File: config.mk
export PLATFORM = sky130hd
export DESIGN_NAME = mux2v1_arb
export DESIGN_NICKNAME = d
export VERILOG_FILES = /design/src/rtl/mux2v1_arb.sv
export SDC_FILE = /design/constraint.sdc
export NUM_CORES = 1
export LEC_CHECK = 0
export BUFFER_PORTS_ARGS = -buffer_cell sky130_fd_sc_hd__buf_2
export CAP_MARGIN = 40
export CORE_ASPECT_RATIO = 1.5
export CORE_UTILIZATION = 37
export DETAILED_ROUTE_END_ITERATION = 10
export PLACE_DENSITY = 0.68
export SYNTH_ARGS = -nofsm -noshare
export SYNTH_HDL_FRONTEND = slang
export SYNTH_SLANG_ARGS = --single-unit
File: constraint.sdc
create_clock -name clk -period 1.2 [get_ports clk]
set_clock_uncertainty 0.1 [all_clocks]
set_input_delay 0.24 -clock clk [delete_from_list [all_inputs] [get_ports clk]]
set_output_delay 0.24 -clock clk [all_outputs]
set_load 0.01 [all_outputs]
File: src/rtl/mux2v1_arb.sv
// Two-input packet-locked stream arbiter with round-robin tie-break and a one-beat output register.
// Optional per-input packet counters are enabled by defining MUX2V1_ARB_CNT_EN.
module mux2v1_arb #(
    parameter int unsigned WIDTH = 8
) (
    input  logic             clk,
    input  logic             rst_n,
    input  logic [WIDTH-1:0] E0_data,
    input  logic             E0_valid,
    input  logic             E0_last,
    output logic             E0_ready,
    input  logic [WIDTH-1:0] E1_data,
    input  logic             E1_valid,
    input  logic             E1_last,
    output logic             E1_ready,
`ifdef MUX2V1_ARB_CNT_EN
    output logic [15:0]      cnt0,
    output logic [15:0]      cnt1,
`endif
    output logic [WIDTH-1:0] S_data,
    output logic             S_valid,
    output logic             S_last,
    output logic             S_src,
    input  logic             S_ready
);

    typedef enum logic [1:0] {
        IDLE  = 2'd0,
        LOCK0 = 2'd1,
        LOCK1 = 2'd2
    } state_e;

    state_e           state_q, state_d;
    logic             ptr_q, ptr_d;
    logic             s_valid_q, s_valid_d;
    logic             s_last_q, s_last_d;
    logic             s_src_q, s_src_d;
    logic [WIDTH-1:0] s_data_q, s_data_d;

    logic grant0, grant1;
    logic can_load;
    logic acc0, acc1, acc;
    logic sel_last;

    // Grant: locked input owns the output until its last beat; otherwise round-robin on ties.
    always_comb begin
        grant0 = 1'b0;
        grant1 = 1'b0;
        case (state_q)
            IDLE: begin
                grant0 = E0_valid & (~E1_valid | ~ptr_q);
                grant1 = E1_valid & (~E0_valid | ptr_q);
            end
            LOCK0:   grant0 = 1'b1;
            LOCK1:   grant1 = 1'b1;
            default: ;
        endcase
    end

    assign can_load = ~s_valid_q | S_ready;
    assign E0_ready = grant0 & can_load;
    assign E1_ready = grant1 & can_load;
    assign acc0     = E0_valid & E0_ready;
    assign acc1     = E1_valid & E1_ready;
    assign acc      = acc0 | acc1;
    assign sel_last = acc1 ? E1_last : E0_last;

    // Output register and lock/pointer update.
    always_comb begin
        state_d   = state_q;
        ptr_d     = ptr_q;
        s_valid_d = s_valid_q;
        s_last_d  = s_last_q;
        s_src_d   = s_src_q;
        s_data_d  = s_data_q;
        if (acc) begin
            s_valid_d = 1'b1;
            s_data_d  = acc1 ? E1_data : E0_data;
            s_last_d  = sel_last;
            s_src_d   = acc1;
            if (sel_last) begin
                state_d = IDLE;
                ptr_d   = ~acc1;
            end else begin
                state_d = acc1 ? LOCK1 : LOCK0;
            end
        end else if (S_ready) begin
            s_valid_d = 1'b0;
        end
    end

    always_ff @(posedge clk or negedge rst_n) begin
        if (!rst_n) begin
            state_q   <= IDLE;
            ptr_q     <= 1'b0;
            s_valid_q <= 1'b0;
            s_last_q  <= 1'b0;
            s_src_q   <= 1'b0;
            s_data_q  <= '0;
        end else begin
            state_q   <= state_d;
            ptr_q     <= ptr_d;
            s_valid_q <= s_valid_d;
            s_last_q  <= s_last_d;
            s_src_q   <= s_src_d;
            s_data_q  <= s_data_d;
        end
    end

    assign S_data  = s_data_q;
    assign S_valid = s_valid_q;
    assign S_last  = s_last_q;
    assign S_src   = s_src_q;

`ifdef MUX2V1_ARB_CNT_EN
    localparam int unsigned CNT_W = 16;

    logic [CNT_W-1:0] cnt0_q, cnt0_d;
    logic [CNT_W-1:0] cnt1_q, cnt1_d;

    // Completed-packet counters, wrapping naturally at full scale.
    always_comb begin
        cnt0_d = cnt0_q;
        cnt1_d = cnt1_q;
        if (acc0 && E0_last) cnt0_d = CNT_W'(cnt0_q + CNT_W'(1));
        if (acc1 && E1_last) cnt1_d = CNT_W'(cnt1_q + CNT_W'(1));
    end

    always_ff @(posedge clk or negedge rst_n) begin
        if (!rst_n) begin
            cnt0_q <= '0;
            cnt1_q <= '0;
        end else begin
            cnt0_q <= cnt0_d;
            cnt1_q <= cnt1_d;
        end
    end

    assign cnt0 = cnt0_q;
    assign cnt1 = cnt1_q;
`endif

endmodule
==> Word-level counts from Yosys, hierarchy flattened <==
Index checks and enable logic that the tools add are counted.
{ "totals": {"output_inout_bits": 13, "register_bits": 14, "inputBits": 23} }
{ "op_classes": {"n_bitwise": 15, "eq_ne": 2, "n_mux": 8, "reduce_logical": 3} }
{ "ops": {"columns": ["cell", "n"], "rows": [
  ["two-way mux 8 bit", 1],
  ["AND 1 bit", 6],
  ["NOT 1 bit", 5],
  ["two-way mux 2 bit", 2],
  ["OR 1 bit", 4],
  ["case mux 1 bit (2 select lines)", 2],
  ["two-way mux 1 bit", 3],
  ["== test 2 x 1 -> 1 bit (second input constant)", 1],
  ["== test 2 bit (second input constant)", 1],
  ["zero test 2 bit", 1],
  ["AND reduction 2 bit", 1],
  ["nonzero test 2 bit", 1]
]} }

==> Longest topological paths before layout <==
{ "depth": {"ltp_word": 8, "depth_mapped": 4, "mapped_depth_nobuf": 3} }

==> Worst setup path before layout <==
OpenSTA, ideal clock, no wires.
{ "synth_path": {"path_type": "register -> register", "start": "register s_valid_q (netlist: S_valid)", "end": "register s_data_q[3] (netlist: S_data[3])", "setup_slack_ns": -0.193, "path_stages_with_launch": 5, "synth_period_minus_slack_ns": 1.393, "t_arrival_ns": 1.153, "path_buffers": 1, "t_required_ns": 0.960, "setup_ns": 0.140, "path_cell_list": "dfrtp_1 > nor2b_1 > buf_2 > a2111oi_0 > a211oi_1"} }
{ "synth_via": {"elab_chain_len": 5, "elab_cells_between_ends": 8, "cone_classes": "mux (1); bitwise (7)"} }
{ "synth_lines": {"columns": ["element", "line", "rtl"], "rows": [
  ["start, declared", "35", "logic s_valid_q, s_valid_d;"],
  ["start signal, assigned", "103", "s_valid_q <= s_valid_d;"],
  ["NOT 1 bit (*)", "60", "assign can_load = ~s_valid_q | S_ready;"],
  ["OR 1 bit (*)", "60", null],
  ["AND 1 bit, on equally long branches", "62, 61", null],
  ["AND 1 bit, on equally long branches", "64, 63", null],
  ["two-way mux 8 bit or OR 1 bit (tied branches)", "78, 65", null],
  ["end signal, assigned", "106", "s_data_q <= s_data_d;"],
  ["end, declared", "38", "logic [WIDTH-1:0] s_data_q, s_data_d;"]
]} }
Mark *: on every way between the ends. The rest lies on a longest branch, timed or not.
A chain may end at the register's enable or synchronous reset.

==> Worst setup path after layout <==
{ "layout_path": {"start": "register s_valid_q (netlist: S_valid)", "end": "output E0_ready"} }
{ "layout_via": {"elab_chain_len": 3} }
{ "layout_lines": {"columns": ["element", "line", "rtl"], "rows": [
  ["NOT 1 bit", "60", null],
  ["OR 1 bit", "60", null],
  ["AND 1 bit", "61", "assign E0_ready = grant0 & can_load;"],
  ["end, declared", "11", "output logic E0_ready,"]
]} }
Every way passes these cells.

==> flow_metrics.tcl <==
set metrics [dict create \
    p_per_area_mw_per_mm2 2180 \
    dpl.hpwl_um 1690 \
    crit_chain "nor2b_4 -> buf_12 -> nor3_2 -> buf_2" \
    htreeDepth 1 \
    grt_max_degree 15 \
    cp_max_fo 3 \
    maxCapViolCount 0 \
    max-vdd-ir-drop_v 0.00126 \
    synth_top_area_share_pct 43.8 \
    critPathMaxStageDelay_ns 0.39 \
    crit_path_end_kind "output port" \
    dieArea_sq_mm 0.00235 \
    crit_path_top_delay_cell "dfrtp_1" \
    grt_pass1_vias 903 \
    syn_avg_cell_area_sq_um 9.75 \
    power_uw 3510 \
    grt_pass1_wl_um 4260 \
    tritoncts "yes" \
    worstPathArrival_ns 1.20 \
    wl_per_cell_um 16.6 \
    max-clock-path-buffers 2 \
    fp.coreArea_sq_mm 0.00203 \
    fmax_mhz 647 \
    p_leak_uw 0.000676 \
    fin_util_pct 79.6 \
    clock_latency_ns 0.29 \
    stdcell_area_sq_mm 0.00161 \
    path_buf_inv 2 \
    timing.final.ws_setup_ns -0.344 \
    vias 921 \
    synth-async-reset-ratio_pct 100 \
    antenna_cells 0 \
    final_antenna_net_count 0 \
    yosys.cell_count.top_type "dfrtp_1" \
    clk_pin_slew_ns 0.09 \
    period_needed_ns 1.54 \
    synth_ff_type "dfrtp_1" \
    start_util_pct 39.4 \
    vias_per_cell 5.65 \
    period_share_pct 129 \
    fp.dieW_um 40.0 \
    numPortBuffers 35 \
    finalSetupViolCount 16 \
    netlist_instances 82 \
    violations "setup timing" \
    critPathTopFamily "flip-flops" \
    grt_overflow 0 \
    gp_congestion 0.761 \
    worst_slew_pin_slew_ns 0.345 \
    drt-total-wl_um 2710 \
    synth_fp_nets 105 \
    slew_headroom_pct 76.9 \
    ys_types 24 \
    drc 0 \
    p_sw_share_pct 42.7 \
    synth_area_leaders "dfrtp_1 (44%), a2111oi_0 (9.9%), a211oi_1 (9.4%), nor4_1 (7.0%), inv_1 (4.2%)" \
    grt.total_usage_pct 26.6 \
    synth_seq_cells 14 \
    antenna_found_initial 0 \
    ys_seq_area_share_pct 43.8 \
    clock_sinks 14 \
    synth-edff-count 0 \
    synth_area_sq_um 800 \
    first_pass_iters 4 \
    synth_commonest_cells "dfrtp_1 (14), a211oi_1 (10), a2111oi_0 (9), inv_1 (9), nor4_1 (9)" \
    pwr-share-comb_pct 65.9 \
    critPathKind "reg -> out" \
    cts-root-buf "clkbuf_4" \
    rows 20 \
    power_switching_uw 1500 \
    p_int_uw 2010 \
    outcome "finished, violations left" \
    maxSlewViolCount 0 \
    placed_area_sq_mm 0.00129 \
    holdWs_ns 0.131 \
    crit_required_ns 0.86 \
    drive_gt1_share_pct 72.3 \
    hold_viol_final 0 \
    rsz0062_at_grt "yes" \
    layout.nets 165 \
    worstSetupStartpointType "register" \
    pwr-share-clk_pct 10.2 \
    die_y_um 58.9 \
    hold_path_class "in -> reg" \
    cts_inserted_buffers 3 \
    io_pins 36 \
    drt-initial-drc-count 15 \
    synthToLayoutAreaGrowth_pct 102 \
    p_seq_share_pct 23.9 \
    ys_warn_count 0 \
    yosys.area.top_type "dfrtp_1" \
]
-- path summary, 6_finish.rpt --
kind                                        start                endpoint  slack, ns  depth (start not counted)
setup reg to reg           state_q[0]$_DFFE_PN0P_   S_data[0]$_DFFE_PN0P_      -0.30                          4
setup / recovery              S_valid$_DFFE_PN0P_                E0_ready      -0.34                          4
hold reg to reg             S_data[2]$_DFFE_PN0P_   S_data[2]$_DFFE_PN0P_       0.43                          2
min in group asynchronous                   rst_n   S_data[4]$_DFFE_PN0P_       0.27                          2
hold / removal                            E0_last  state_q[0]$_DFFE_PN0P_       0.13                          2
max in group asynchronous                   rst_n       ptr_q$_DFFE_PN0P_       0.46                          2
-- through the flow --
stage               setup TNS [ns]  setup WS, ns  cells
global placement             -1.98        -0.188    148
floorplan                    -1.02       -0.0930     82
global route                 -4.63        -0.404    163
detailed placement           -2.28        -0.211    148
finish                       -3.60        -0.344    163
CTS                          -3.00        -0.339    159
-- routing by layer --
metal | vias up | share of wire (%) | track usage (%)
met1 | 451 | 38 | 34.2
li1 | 436 | - | -
met3 | 6 | 3.2 | 2.26
met2 | 28 | 56 | 44.0
met5 | - | 0 | 0
met4 | 0 | 1.9 | 10.3
-- logic make-up (layout without fill, tap and decap cells) --
kind of cell,Yosys count,in the layout,share of synthesized area [%]
AOI/OAI and AO/OA,28,29,26.8
and+or+nand+nor,24,24,19.1
buffers and inverters,16,74,10.3
DFF,14,14,43.8
-- repair_timing --
action	CTS	global route
gates resized for setup	24	10
buffers inserted	6	4
hold buffers	1	0
hold endpoints to repair	14	0
gates cloned	1	1
endpoints found under the setup margin	17	20
pin swaps	6	10
-- state kept, by name (all words and copies together) (netlist names) --
name,cells
state_q,2
S_valid,1
S_data,8
S_src,1
S_last,1
ptr_q,1
-- worst register-to-register path: stages (launching register included) --
cell and delay [ns]:
dfrtp_1 0.42, nor2b_2 0.32, buf_6 0.22, a2111oi_4 0.08, a211oi_1 0.27
-- power groups by stage --
stage | logic [uW] | clock network [uW] | registers, uW
detailed placement | 1670 | 0 | 864
global placement | 1630 | 0 | 853
global route | 2460 | 385 | 861
CTS | 2090 | 354 | 831
finish | 2310 | 358 | 839
floorplan | 1000 | 0 | 964
-- layout by cell type (no fill, tap or decap), types with 2 or more instances in the layout --
cell type	count
buf_4	15
a2111oi_4	8
buf_2	34
buf_6	6
nand2b_4	3
a211oi_2	4
dfrtp_2	2
buf_12	3
nor4_2	4
a21oi_2	2
clkbuf_4	3
inv_1	9
nor2b_4	2
o21ai_4	2
a211oi_1	6
dfrtp_1	12
nor3_2	3
nor4_1	4
-- cell type report --
cell class | instances | area, sq um
well taps | 22 | 27.5
multi-input cells | 53 | 699
clock buffers | 4 | 36.3
flip-flops and latches | 14 | 353
inverters | 9 | 33.8
fillers | 116 | 414
repair buffers | 61 | 463
(Power assumes the default switching activity.)
